File: config.mk
export PLATFORM = sky130hd
export DESIGN_NAME = inst_fetch
export DESIGN_NICKNAME = d
export VERILOG_FILES = /design/src/rtl/inst_fetch.sv
export SDC_FILE = /design/constraint.sdc
export NUM_CORES = 1
export LEC_CHECK = 0
export CORE_MARGIN = 3
export CORE_UTILIZATION = 45
export CTS_CLUSTER_SIZE = 12
export DETAILED_ROUTE_END_ITERATION = 8
export GPL_TIMING_DRIVEN = 0
export HOLD_SLACK_MARGIN = 0.02
export PLACE_DENSITY = 0.86
export SKIP_LAST_GASP = 1
export SYNTH_ARGS = -nofsm -noshare
export SYNTH_HDL_FRONTEND = slang
export SYNTH_SLANG_ARGS = --single-unit
export TNS_END_PERCENT = 20
File: constraint.sdc
create_clock -name clk -period 6.1 [get_ports clk]
set_clock_uncertainty 0.2 [all_clocks]
set_input_delay 0.915 -clock clk [delete_from_list [all_inputs] [get_ports clk]]
set_output_delay 0.915 -clock clk [all_outputs]
set_load 0.01 [all_outputs]
File: src/rtl/inst_fetch.sv
// rtl/inst_fetch.sv - PC generation and instruction request stage feeding IF/ID
//
// Keeps at most one instruction request outstanding on an SRAM-like port
// (req/addr_ok/data_ok). Returned instructions are registered and presented
// to IF/ID as {pc_o, inst_o, inst_valid_o}. Flush and taken branches redirect
// the PC. A response that belongs to a squashed request is swallowed in DISCARD.
//
// Ports:
//   clk, rst                     clock, synchronous active-high reset
//   flush, flush_pc_i            pipeline flush and its target (highest priority)
//   branch_flag_i, branch_target_i  taken branch and its target
//   stall                        IF/ID cannot accept; hold presented instruction
//   inst_req_o, inst_addr_o      request valid and address
//   inst_addr_ok_i               address accepted this cycle
//   inst_data_ok_i, inst_rdata_i read data returned this cycle
//   pc_o, inst_o, inst_valid_o   presented instruction

module inst_fetch #(
  parameter int                    ADDR_WIDTH = 32,
  parameter int                    DATA_WIDTH = 32,
  parameter logic [ADDR_WIDTH-1:0] RESET_PC   = 32'h1c000000
) (
  input  logic                  clk,
  input  logic                  rst,
  input  logic                  flush,
  input  logic [ADDR_WIDTH-1:0] flush_pc_i,
  input  logic                  branch_flag_i,
  input  logic [ADDR_WIDTH-1:0] branch_target_i,
  input  logic                  stall,
  output logic                  inst_req_o,
  output logic [ADDR_WIDTH-1:0] inst_addr_o,
  input  logic                  inst_addr_ok_i,
  input  logic                  inst_data_ok_i,
  input  logic [DATA_WIDTH-1:0] inst_rdata_i,
  output logic [ADDR_WIDTH-1:0] pc_o,
  output logic [DATA_WIDTH-1:0] inst_o,
  output logic                  inst_valid_o
);

  typedef enum logic [2:0] {
    S_IDLE    = 3'd0,
    S_REQ     = 3'd1,
    S_WAIT    = 3'd2,
    S_HOLD    = 3'd3,
    S_DISCARD = 3'd4
  } state_t;

  state_t                state_q, state_d;
  logic [ADDR_WIDTH-1:0] pc_q, pc_d;
  logic [ADDR_WIDTH-1:0] pc_out_q, pc_out_d;
  logic [DATA_WIDTH-1:0] inst_q, inst_d;
  logic                  valid_q, valid_d;

  logic                  redirect;
  logic [ADDR_WIDTH-1:0] redirect_pc;
  logic                  req_issue;

  // Flush outranks a branch resolved in the same cycle.
  assign redirect    = flush | branch_flag_i;
  assign redirect_pc = flush ? flush_pc_i : branch_target_i;

  // No request goes out while a valid instruction is still stalled at the
  // output, so a response can never land on top of an unconsumed one.
  assign req_issue   = (state_q == S_REQ) && !(valid_q && stall);

  assign inst_req_o   = req_issue;
  assign inst_addr_o  = pc_q;
  assign pc_o         = pc_out_q;
  assign inst_o       = inst_q;
  assign inst_valid_o = valid_q;

  always_ff @(posedge clk) begin
    if (rst) begin
      state_q  <= S_IDLE;
      pc_q     <= RESET_PC;
      pc_out_q <= '0;
      inst_q   <= '0;
      valid_q  <= 1'b0;
    end else begin
      state_q  <= state_d;
      pc_q     <= pc_d;
      pc_out_q <= pc_out_d;
      inst_q   <= inst_d;
      valid_q  <= valid_d;
    end
  end

  always_comb begin
    state_d  = state_q;
    pc_d     = pc_q;
    pc_out_d = pc_out_q;
    inst_d   = inst_q;
    // The presented instruction is consumed on any unstalled cycle.
    valid_d  = stall ? valid_q : 1'b0;

    if (redirect) begin
      pc_d     = redirect_pc;
      pc_out_d = '0;
      inst_d   = '0;
      valid_d  = 1'b0;
      unique case (state_q)
        S_IDLE:    state_d = S_REQ;
        S_REQ:     state_d = (req_issue && inst_addr_ok_i) ? S_DISCARD : S_REQ;
        S_WAIT:    state_d = inst_data_ok_i ? S_REQ : S_DISCARD;
        S_HOLD:    state_d = S_REQ;
        S_DISCARD: state_d = inst_data_ok_i ? S_REQ : S_DISCARD;
        default:   state_d = S_REQ;
      endcase
    end else begin
      unique case (state_q)
        S_IDLE: state_d = S_REQ;
        S_REQ: begin
          if (req_issue && inst_addr_ok_i) begin
            state_d = S_WAIT;
          end
        end
        S_WAIT: begin
          if (inst_data_ok_i) begin
            pc_out_d = pc_q;
            inst_d   = inst_rdata_i;
            valid_d  = 1'b1;
            pc_d     = pc_q + ADDR_WIDTH'(4);
            state_d  = stall ? S_HOLD : S_REQ;
          end
        end
        S_HOLD: begin
          if (!stall) begin
            state_d = S_REQ;
          end
        end
        S_DISCARD: begin
          if (inst_data_ok_i) begin
            state_d = S_REQ;
          end
        end
        default: state_d = S_IDLE;
      endcase
    end
  end

endmodule

==> flow_metrics.py <==
metrics = {
    "outcome": {
        "status": "complete, no violations",
    },
    "clock_tree": {
        "cts_resized": 0,
        "cts_root_buf": "clkbuf_8",
        "cts_buffers": 9,
        "cts.htree.levels": 3,
        "postCtsSetupBuffers": 0,
        "insertion_delay_ns": 0.36,
        "clock_path_buffers": 2,
        "postCtsHoldBufs": 0,
        "clock_sinks": 100,
        "clk_pin_slew_ns": 0.10,
        "cts_tree": "yes",
    },
    "setup_path": {
        "crit_family": "buffers and inverters",
        "cp-start-kind": "input pin",
        "slowest_delay_ns": 0.55,
        "critPathArrivalTime_ns": 2.15,
        "critical_path.startpoint": "stall",
        "path_class": "in -> out",
        "rr_worst_depth": 7,
        "crit_chain": "clkdlybuf4s50_1 -> nand2_1 -> nand2_1 -> nor2_1 -> clkdlybuf4s50_1",
        "worst-path-buf-inv": 2,
        "r2r_end": "inst_addr_o[24]$_SDFFE_PP0P_",
        "r2r_setup_slack_ns": 3.45,
        "cp-end-kind": "output port",
        "critical_path_required_ns": 4.98,
        "cp_slowest_cell": "clkdlybuf4s50_1",
        "cp.depth": 5,
        "cp_max_fo": 3,
        "r2r_start": "inst_addr_o[3]$_SDFFE_PP0P_",
    },
    "routing": {
        "drt_iter0_drc": 346,
        "wl_per_cell_um": 17.4,
        "drc": 0,
        "drtPass1Iterations": 6,
        "via_count": 5091,
        "viasPerCell": 5.53,
        "routed_wl_um": 16000,
        "ant_nets": 0,
    },
    "global_route": {
        "grt_use_total_pct": 27.5,
        "antenna_found_initial": 0,
        "overflow": 0,
        "grt_max_degree": 17,
        "grt_pass1_vias": 4984,
        "grt_first_pass_wirelength_um": 24800,
    },
    "final_layout": {
        "n_fill_cell": 788,
        "fin_util_pct": 72.1,
        "nNetsFinal": 890,
        "drive_above_1_share_pct": 3.29,
        "diodes": 0,
        "final_area_mm2": 0.00682,
        "area_growth_pct": 52.8,
    },
    "floorplan": {
        "num_io_pins": 201,
        "chipHeight_um": 106,
        "core-area_mm2": 0.00946,
        "die_x_um": 106,
        "initial_core_util_pct": 47.2,
        "fp.dieArea_mm2": 0.0111,
        "num_rows": 35,
    },
    "synth": {
        "synth_area_mm2": 0.00446,
        "ys_seq_elements": 100,
        "yosys_warnings": 0,
        "ys_seq_area_share_pct": 44.9,
        "synth_common_cells": "nand2_1, dfxtp_1, a21oi_1, clkbuf_1, nor2_1",
        "syn_avg_cell_area_um2": 7.75,
        "yosys.area.top_type": "dfxtp_1",
        "async_flop_share_pct": 0,
        "synth_cell_types": 48,
        "ys.flop_type": "dfxtp_1",
        "netlist_instances": 576,
        "synth_most_common_cell": "nand2_1",
        "yosys.area.top_type_share_pct": 44.9,
        "ys_top_cells_by_area": "dfxtp_1, nand2_1, a21oi_1, clkbuf_1, o22ai_1",
        "synth_edf_count": 0,
        "syn-num-nets": 680,
    },
    "job": {
        "cap_violations": 0,
    },
    "worst_hold_path": {
        "hp-start": "inst_o[8]$_SDFFE_PP0P_",
        "whs_endpoint": "inst_o[8]$_SDFFE_PP0P_",
        "hold_path_class": "reg -> reg",
        "hold_path_depth": 2,
    },
    "timing": {
        "post-route-period-util_pct": 53.6,
        "max-slew-margin-rel_pct": 43.2,
        "setup_violations": 0,
        "rsz0062_at_grt": "false",
        "clock.fmax_mhz": 306,
        "fin_setup_tns_ns": 0,
        "period_needed_ns": 3.27,
        "holdWs_ns": 0.260,
        "hold_viol_final": 0,
        "tightest_slew_ns": 0.846,
        "final_max_slew_viol_count": 0,
    },
    "power": {
        "p_leak_nw": 2.23,
        "power_density_mw_per_mm2": 195,
        "vdd_drop_max_mv": 0.122,
    },
    "placement": {
        "gp_congestion": 0.896,
        "dpl_cell_area_mm2": 0.00662,
        "dp_hpwl_um": 12100,
        "io_buffers": 199,
    },
}
[logic make-up after synthesis]
group,count (synthesis),share of synthesized area [%]
and+or+nand+nor,238,24.4
AOI/OAI and AO/OA,159,20.7
DFF,100,44.9
buffers and inverters,52,4.46
xor gates and xnor gates,19,3.73
muxes,7,1.57
adders and majority gates,1,0.280
[stage by stage]
| stage | instances | worst slack, ns | power, W |
|---|---|---|---|
| after floorplan | 576 | 3.54 | 0.000780 |
| after global placement | 904 | 2.53 | 0.000904 |
| after detailed placement | 904 | 2.56 | 0.000908 |
| after CTS | 920 | 2.84 | 0.00133 |
| after global routing | 920 | 2.71 | 0.00138 |
| final | 920 | 2.83 | 0.00133 |
[routing by layer]
layer  part of all wire, %  track usage (%)
met1                    40             33.7
met2                    49             47.6
met3                   8.6             6.86
met4                   2.3             8.23
met5                     0                0
[cell type report]
cell class	instances	area (um^2)	area share, %
Inverter	9	33.8	0.496
Sequential cell	100	2000	29.4
Clock inverter	5	60.1	0.881
Buffer	43	165	2.42
Tap cell	129	161	2.37
Multi-Input combinational cell	424	2260	33.2
Clock buffer	11	141	2.07
Timing Repair Buffer	199	1990	29.2
[worst max path at each step]
stage	to	slack, ns
finish	inst_req_o	2.83
global route	pc_o[16]$_SDFFE_PP0P_	2.71
CTS	inst_req_o	2.84
detailed placement	pc_o[16]$_SDFFE_PP0P_	2.56
global placement	pc_o[20]$_SDFFE_PP0P_	2.53
floorplan	inst_o[10]$_SDFFE_PP0P_	3.54
[where the power goes]
part | switching, W | internal, W
logic | 0.0000836 | 0.000116
registers | 0.0000275 | 0.000669
clock network | 0.000233 | 0.000203
[state kept, by name (all words and copies together), names as in the netlist]
signal / cells
state_q: 3
inst_valid_o: 1
pc_o: 32
inst_addr_o: 32
inst_o: 32
[worst min-delay path, cell delays in order (launching register included)]
cell and delay, ns:
dfxtp_1 0.32, nand2_1 0.05, a21oi_1 0.05
[layout by cell type, fill, tap and decap left out, types with 11 or more instances in the layout]
cell type	n
clkdlybuf4s50_1	199
nand2_1	153
clkbuf_1	33
nor2_1	26
a21oi_1	87
nand4_1	14
o21ai_0	14
xnor2_1	11
a22oi_1	12
dfxtp_1	100
o22ai_1	17
(Power assumes the default switching activity.)
